## src/rtl/alu_exec_unit.sv

```systemverilog
// Registered execute stage: single-cycle add-family ops with C/Z/N/V flag register,
// plus an iterative shift-add multiply behind a valid/ready handshake.
module alu_exec_unit #(
    parameter int         WIDTH      = 16,
    parameter logic [4:0] MUL_OPCODE = 5'b00010
) (
    input  logic             clk,
    input  logic             rst,
    input  logic             in_valid,
    output logic             in_ready,
    input  logic [4:0]       opcode,
    input  logic [1:0]       ALU_op,
    input  logic             Sub,
    input  logic             Cin_en,
    input  logic [WIDTH-1:0] A,
    input  logic [WIDTH-1:0] B,
    output logic             out_valid,
    output logic [WIDTH-1:0] result,
    output logic             wr_en,
    output logic             flag_c,
    output logic             flag_z,
    output logic             flag_n,
    output logic             flag_v
);

    localparam logic [4:0] CMP_OPCODE = 5'b00110;
    localparam int unsigned CW = $clog2(WIDTH + 1);

    typedef enum logic {
        ST_IDLE,
        ST_MUL
    } state_t;

    state_t           state_q;
    logic             out_valid_q;
    logic             wr_en_q;
    logic [WIDTH-1:0] result_q;
    logic             c_q, z_q, n_q, v_q;
    logic [WIDTH-1:0] mcand_q;
    logic [WIDTH-1:0] mplier_q;
    logic [WIDTH-1:0] acc_q;
    logic [CW-1:0]    count_q;

    logic [WIDTH-1:0] bx_d;
    logic             cin_d;
    logic [WIDTH:0]   sum_d;
    logic             ovf_d;
    logic [WIDTH-1:0] acc_d;

    // ALU_op is decoded upstream into Sub/Cin_en; kept on the port for compatibility
    logic unused_alu_op;
    assign unused_alu_op = ^ALU_op;

    always_comb begin
        bx_d  = Sub ? ~B : B;
        cin_d = Cin_en ? c_q : Sub;
        sum_d = {1'b0, A} + {1'b0, bx_d} + {{WIDTH{1'b0}}, cin_d};
        ovf_d = (A[WIDTH-1] == bx_d[WIDTH-1]) && (sum_d[WIDTH-1] != A[WIDTH-1]);
        acc_d = acc_q + (mplier_q[0] ? mcand_q : '0);
    end

    always_ff @(posedge clk) begin
        if (rst) begin
            state_q     <= ST_IDLE;
            out_valid_q <= 1'b0;
            wr_en_q     <= 1'b0;
            result_q    <= '0;
            c_q         <= 1'b0;
            z_q         <= 1'b0;
            n_q         <= 1'b0;
            v_q         <= 1'b0;
            mcand_q     <= '0;
            mplier_q    <= '0;
            acc_q       <= '0;
            count_q     <= '0;
        end else begin
            out_valid_q <= 1'b0;
            wr_en_q     <= 1'b0;
            case (state_q)
                ST_IDLE: begin
                    if (in_valid) begin
                        if (opcode == MUL_OPCODE) begin
                            mcand_q  <= A;
                            mplier_q <= B;
                            acc_q    <= '0;
                            count_q  <= '0;
                            state_q  <= ST_MUL;
                        end else begin
                            result_q    <= sum_d[WIDTH-1:0];
                            out_valid_q <= 1'b1;
                            wr_en_q     <= (opcode != CMP_OPCODE);
                            c_q         <= sum_d[WIDTH];
                            z_q         <= (sum_d[WIDTH-1:0] == '0);
                            n_q         <= sum_d[WIDTH-1];
                            v_q         <= ovf_d;
                        end
                    end
                end
                ST_MUL: begin
                    acc_q    <= acc_d;
                    mcand_q  <= mcand_q << 1;
                    mplier_q <= mplier_q >> 1;
                    count_q  <= count_q + 1'b1;
                    // Result is taken on the final iteration so out_valid lands 17 cycles after accept
                    if (count_q == CW'(WIDTH - 1)) begin
                        result_q    <= acc_d;
                        out_valid_q <= 1'b1;
                        wr_en_q     <= 1'b1;
                        z_q         <= (acc_d == '0);
                        n_q         <= acc_d[WIDTH-1];
                        state_q     <= ST_IDLE;
                    end
                end
                default: state_q <= ST_IDLE;
            endcase
        end
    end

    assign in_ready  = (state_q == ST_IDLE) && !rst;
    assign out_valid = out_valid_q;
    assign wr_en     = wr_en_q;
    assign result    = result_q;
    assign flag_c    = c_q;
    assign flag_z    = z_q;
    assign flag_n    = n_q;
    assign flag_v    = v_q;

endmodule

```

## config.mk

```make
export PLATFORM = sky130hd
export DESIGN_NAME = alu_exec_unit
export DESIGN_NICKNAME = d
export VERILOG_FILES = /design/src/rtl/alu_exec_unit.sv
export SDC_FILE = /design/constraint.sdc
export NUM_CORES = 1
export LEC_CHECK = 0
export BUFFER_PORTS_ARGS = -buffer_cell sky130_fd_sc_hd__buf_4
export CELL_PAD_IN_SITES_DETAIL_PLACEMENT = 0
export CELL_PAD_IN_SITES_GLOBAL_PLACEMENT = 1
export CORE_UTILIZATION = 40
export CTS_CLUSTER_SIZE = 30
export DETAILED_ROUTE_END_ITERATION = 8
export MAX_ROUTING_LAYER = met4
export PLACE_DENSITY_LB_ADDON = 0.1
export SYNTH_ARGS = -nofsm -noshare
export SYNTH_HDL_FRONTEND = slang
export SYNTH_SLANG_ARGS = --single-unit
```

## constraint.sdc

```tcl
create_clock -name clk -period 6.57 [get_ports clk]
set_input_delay 1.314 -clock clk [delete_from_list [all_inputs] [get_ports clk]]
set_output_delay 1.314 -clock clk [all_outputs]
set_load 0.02 [all_outputs]
```

# == Yosys cells after proc, flatten, opt, wreduce, memory -nomap -nowiden ==
# Cells that the tools add are included.
# totals
romBits,0
n_memories,0
ram_bits,0
ff_bits,76
wordCells,74
out_inout_bits,23
latch_bits,0
# classes
n_eq_ne,9
mux,38
shifts,0
n_mul,0
magnitude_cmp,0
reduce_logical,8
bitwise_logic,3
n_addsub,4
div_mod_pow,0
# op_table
operator,count
$mux 16,11
$pmux 16 s2,4
$logic_not 16->1,2
$add 16x16->17,1
$add 17x1->17,1
$add 16x16->16,1
$not 16->16,1
$mux 1,15
$mux 5,2
$pmux 1 s2,5
$pmux 5 s2,1
$ne 2x2->1 const B,3
$reduce_and 3->1,2
$add 5x1->5 const B,1
$eq 5x2->1 const B,1
$eq 5x4->1 const B,1
$ne 5x3->1 const B,1
$logic_and 1x1->1,2
$ne 2x1->1 const B,1
$not 1->1,2
$reduce_and 2->1,1
$eq 1x1->1,1
$logic_not 1->1,1
$ne 1x1->1,1

# == Depth between registers and ports, before layout ==
# logic_depth
ltp_word,8
ltp_mapped,13

# == Least setup slack after synthesis ==
# OpenSTA, ideal clock, no wires.
# synth_timing
path_type,input-to-reg
from,input port Sub
to,register z_q (netlist: flag_z)
n_path_buf,2
t_required_ps,6491
setup_ps,79
arrival_time_ps,4437
path_stages,13
path_slack_ps,2054
cell_sequence,clkbuf_1 clkbuf_1 xnor2_1 fa_1 fa_1 nor2b_1 o2111a_1 o21ai_0 a221oi_1 o2111ai_1 nor4_1 o2111ai_1 o211ai_1
# synth_via
elab_chain_cells,7
word_cells_on_any_way,8
# synth_lines
item,line_no,rtl
from (decl),13,"input logic Sub,"
$mux 16,55,bx_d = Sub ? ~B : B;
$add 16x16->17,57,"sum_d = {1'b0, A} + {1'b0, bx_d} + {{WIDTH{1'b0}}, cin_d};"
$add 17x1->17 (*),57,
$logic_not 16->1 (*),93,z_q <= (sum_d[WIDTH-1:0] == '0);
$mux 1 (*),82,if (opcode == MUL_OPCODE) begin
$mux 1 (*),81,if (in_valid) begin
$pmux 1 s2 (*),79,case (state_q)
to (signal assigned),93,
to (signal assigned),109,z_q <= (acc_d == '0);
to (decl),38,"logic c_q, z_q, n_q, v_q;"
# Mark *: on every way between the ends. The rest lies on a longest branch, timed or not. The select of a mux whose other input is x is not followed.
# A chain may end at the register's enable or synchronous reset.

# == Worst setup path in the final report ==
# Same ends and word-level chain as after synthesis.

==> impl_metrics.toml <==
[run_status]
status = "complete, no violations"

[placed_design]
dpl.hpwl_um = 11400
portBuffers = 64
gp_congestion = 0.866

[synthesis]
ys.flop_type = "dfxtp_1"
synth_edf_count = 0
syn_inst = 657
syn_area_sq_um = 5040
synth-seq-cells = 75
synth_area_per_cell_sq_um = 7.67
synth_warnings = 0
synth_nets = 736
async_flop_share = 0
ys_seq_area_frac = 0.298
synth_cell_type_count = 62

[route]
wl_per_cell_um = 17.6
viasPerCell = 5.60
drc_errors = 0
ant_nets = 0
num_vias = 4863
firstDrtPassIters = 5
wirelength_um = 15300
drtIter0Drc = 345

[global_routing]
gr-total-overflow = 0
grt_pass1_wl_um = 24100
grt_max_degree = 86
antenna_found_initial = 0
grt_use_total = 0.250
grt_pass1_vias = 4433

[setup_path]
max_stage_delay_ns = 0.50
cp-startpoint = "Sub"
cp.required_ns = 6.83
start_kind = "primary input"
rr_startpoint = "mplier_q[0]"
crit_slowest_cell = "fa_1"
timing.rr.end = "result[15]"
endpoint_kind = "flip-flop"
timing.reg2reg.setup_slack_ns = 3.15
crit_chain = "buf_4 > xnor2_1 > fa_1 > fa_1 > nor2b_1 > o2111a_1 > o21ai_0 > a221oi_1 > o2111ai_1 > nor4_1 > o2111ai_1 > o211ai_1"
crit_arrival_ns = 4.46
worstPathMaxFanout = 17
r2r_cells = 10
critical_path_class = "in2reg"

[sta]
tightest_slew_ns = 0.906
final_hold_viol_count = 0
setup-tns-final_ns = 0
slew_violations = 0
rsz0062_at_grt = "false"
period_share = 0.638
slew_headroom = 0.396
clock_skew_ns = 0.00672
fmax_mhz = 238
final-setup-viol-count = 0
post-route-min-period_ns = 4.19

[floorplan]
ios = 67
dieHeight_um = 114
die_width_um = 114
num_rows = 40
core_area_sq_um = 12200
initial_core_util = 0.414
dieArea_sq_um = 13100

[flow_run]
cap_violations = 0

[finish]
final_nets = 774
final_cell_mix = "a21oi_1 (96), dfxtp_1 (74), nand2_1 (68), buf_4 (68), nor2_1 (63)"
syn_to_final_growth_pct = 16.1
final_common_cell = "a21oi_1"
fill_cells = 1237
fin_util = 0.481
layout-drive-gt1-share = 0.143
diodes = 0

[cts]
htreeDepth = 3
insertion_delay_ns = 0.35
post_cts_resized = 0
clk_pin_slew_ns = 0.07
post_cts_buffers = 0
numCtsBuffers = 9
cts_tree = "yes"
cts_buffer_depth = 2
hold_buffers = 0
cts_root_buf = "clkbuf_16"
cts.sinks = 75

[hold_path]
hp-start = "result[11]"
min_path_cells = 2
hold_end = "result[11]"
hold_path.class = "reg2reg"

[power]
leakage_nw = 2.42
p_per_area_nw_per_um2 = 214
vdd_ir_drop_max_v = 0.000108
[power by group]
group / total [W] / switching [W] / internal (W)
Sequential: 0.000481 / 0.00000959 / 0.000471
Clock: 0.000491 / 0.000213 / 0.000278
Combinational: 0.000278 / 0.000164 / 0.000114
[layout make-up]
cell class	instances	area [sq um]	share of cell area
Clock buffer	11	253	0.0432
Clock inverter	5	35.0	0.00599
Inverter	19	71.3	0.0122
Multi-Input combinational cell	522	3270	0.559
Sequential cell	75	1500	0.257
Tap cell	168	210	0.0359
Timing Repair Buffer	68	510	0.0872
[per-stage QoR]
| step | instance area [sq um] | hold slack [ns] | worst slack, ns | total power (W) | std cells |
|---|---|---|---|---|---|
| final | 5850 | 0.452 | 2.38 | 0.00125 | 868 |
| after global routing | 5850 | 0.472 | 2.29 | 0.00131 | 868 |
| after CTS | 5850 | 0.454 | 2.43 | 0.00126 | 868 |
| after detailed placement | 5570 | 0.447 | 2.09 | 0.000765 | 852 |
| after global placement | 5570 | 0.441 | 2.07 | 0.000763 | 852 |
| after floorplan | 5040 | 0.440 | 2.05 | 0.000670 | 657 |
[critical path: cells and delay by family]
family	cells	cell delay (ns)
adder cells (fa/ha/maj)	2	0.94
XOR/XNOR	1	0.13
AND/OR/NAND/NOR	2	0.62
AO/OA/AOI/OAI	6	1.19
buffers and inverters	1	0.24
[flip-flops by register name (all words and copies together), names as in the netlist]
register and count:
state_q 1, wr_en 1, flag_z 1, acc_q 16, flag_c 1, flag_v 1, count_q 5, mcand_q 16
mplier_q 16, out_valid 1, result 16
[worst max-delay path by stage]
stage	depth (start not counted)	end
4_1_cts	12	flag_z
6_report	12	flag_z
3_3_place_gp	12	flag_z
3_5_place_dp	12	flag_z
2_1_floorplan	13	flag_z
5_1_grt	12	flag_z
[routing by layer]
layer	share of wire	global-route usage	up-vias
met2	0.45	0.383	112
met5	0	-	-
li1	-	-	2453
met3	0.035	0.0291	16
met4	0.023	0.0961	0
met1	0.49	0.337	2282
[cell families (layout without fill, tap and decap cells)]
logic type,after synthesis,count (layout),synth area share
buffers and inverters,60,103,0.0536
and+or+nand+nor,248,248,0.233
AOI/OAI and AO/OA,204,204,0.263
DFF,75,75,0.298
adders and majority gates,35,35,0.0914
muxes,3,3,0.00596
xor gates and xnor gates,32,32,0.0556
[cell usage after synthesis, drive strengths merged, types with 3 or more instances]
cell,number,area share
a21oi,96,0.095
dfxtp,75,0.30
nand2,68,0.051
nor2,64,0.048
nand3,37,0.037
ha,32,0.079
and2,22,0.027
clkbuf,22,0.016
o21ai,22,0.022
buf,19,0.023
inv,19,0.014
xor2,19,0.033
nor3,13,0.013
xnor2,13,0.023
or3,10,0.012
a211oi,9,0.013
o21a,9,0.013
and3,8,0.010
a21o,7,0.010
a311oi,7,0.015
a31oi,6,0.0074
nor4,6,0.0074
o211ai,6,0.0089
nand4,5,0.0062
nor2b,5,0.0062
o221a,5,0.011
a221oi,4,0.0082
o2111ai,4,0.0070
a22oi,3,0.0045
fa,3,0.012
mux2i,3,0.0060
o221ai,3,0.0052
o31ai,3,0.0045
or2,3,0.0037
Note: power is estimated with default switching activity, not from simulation.
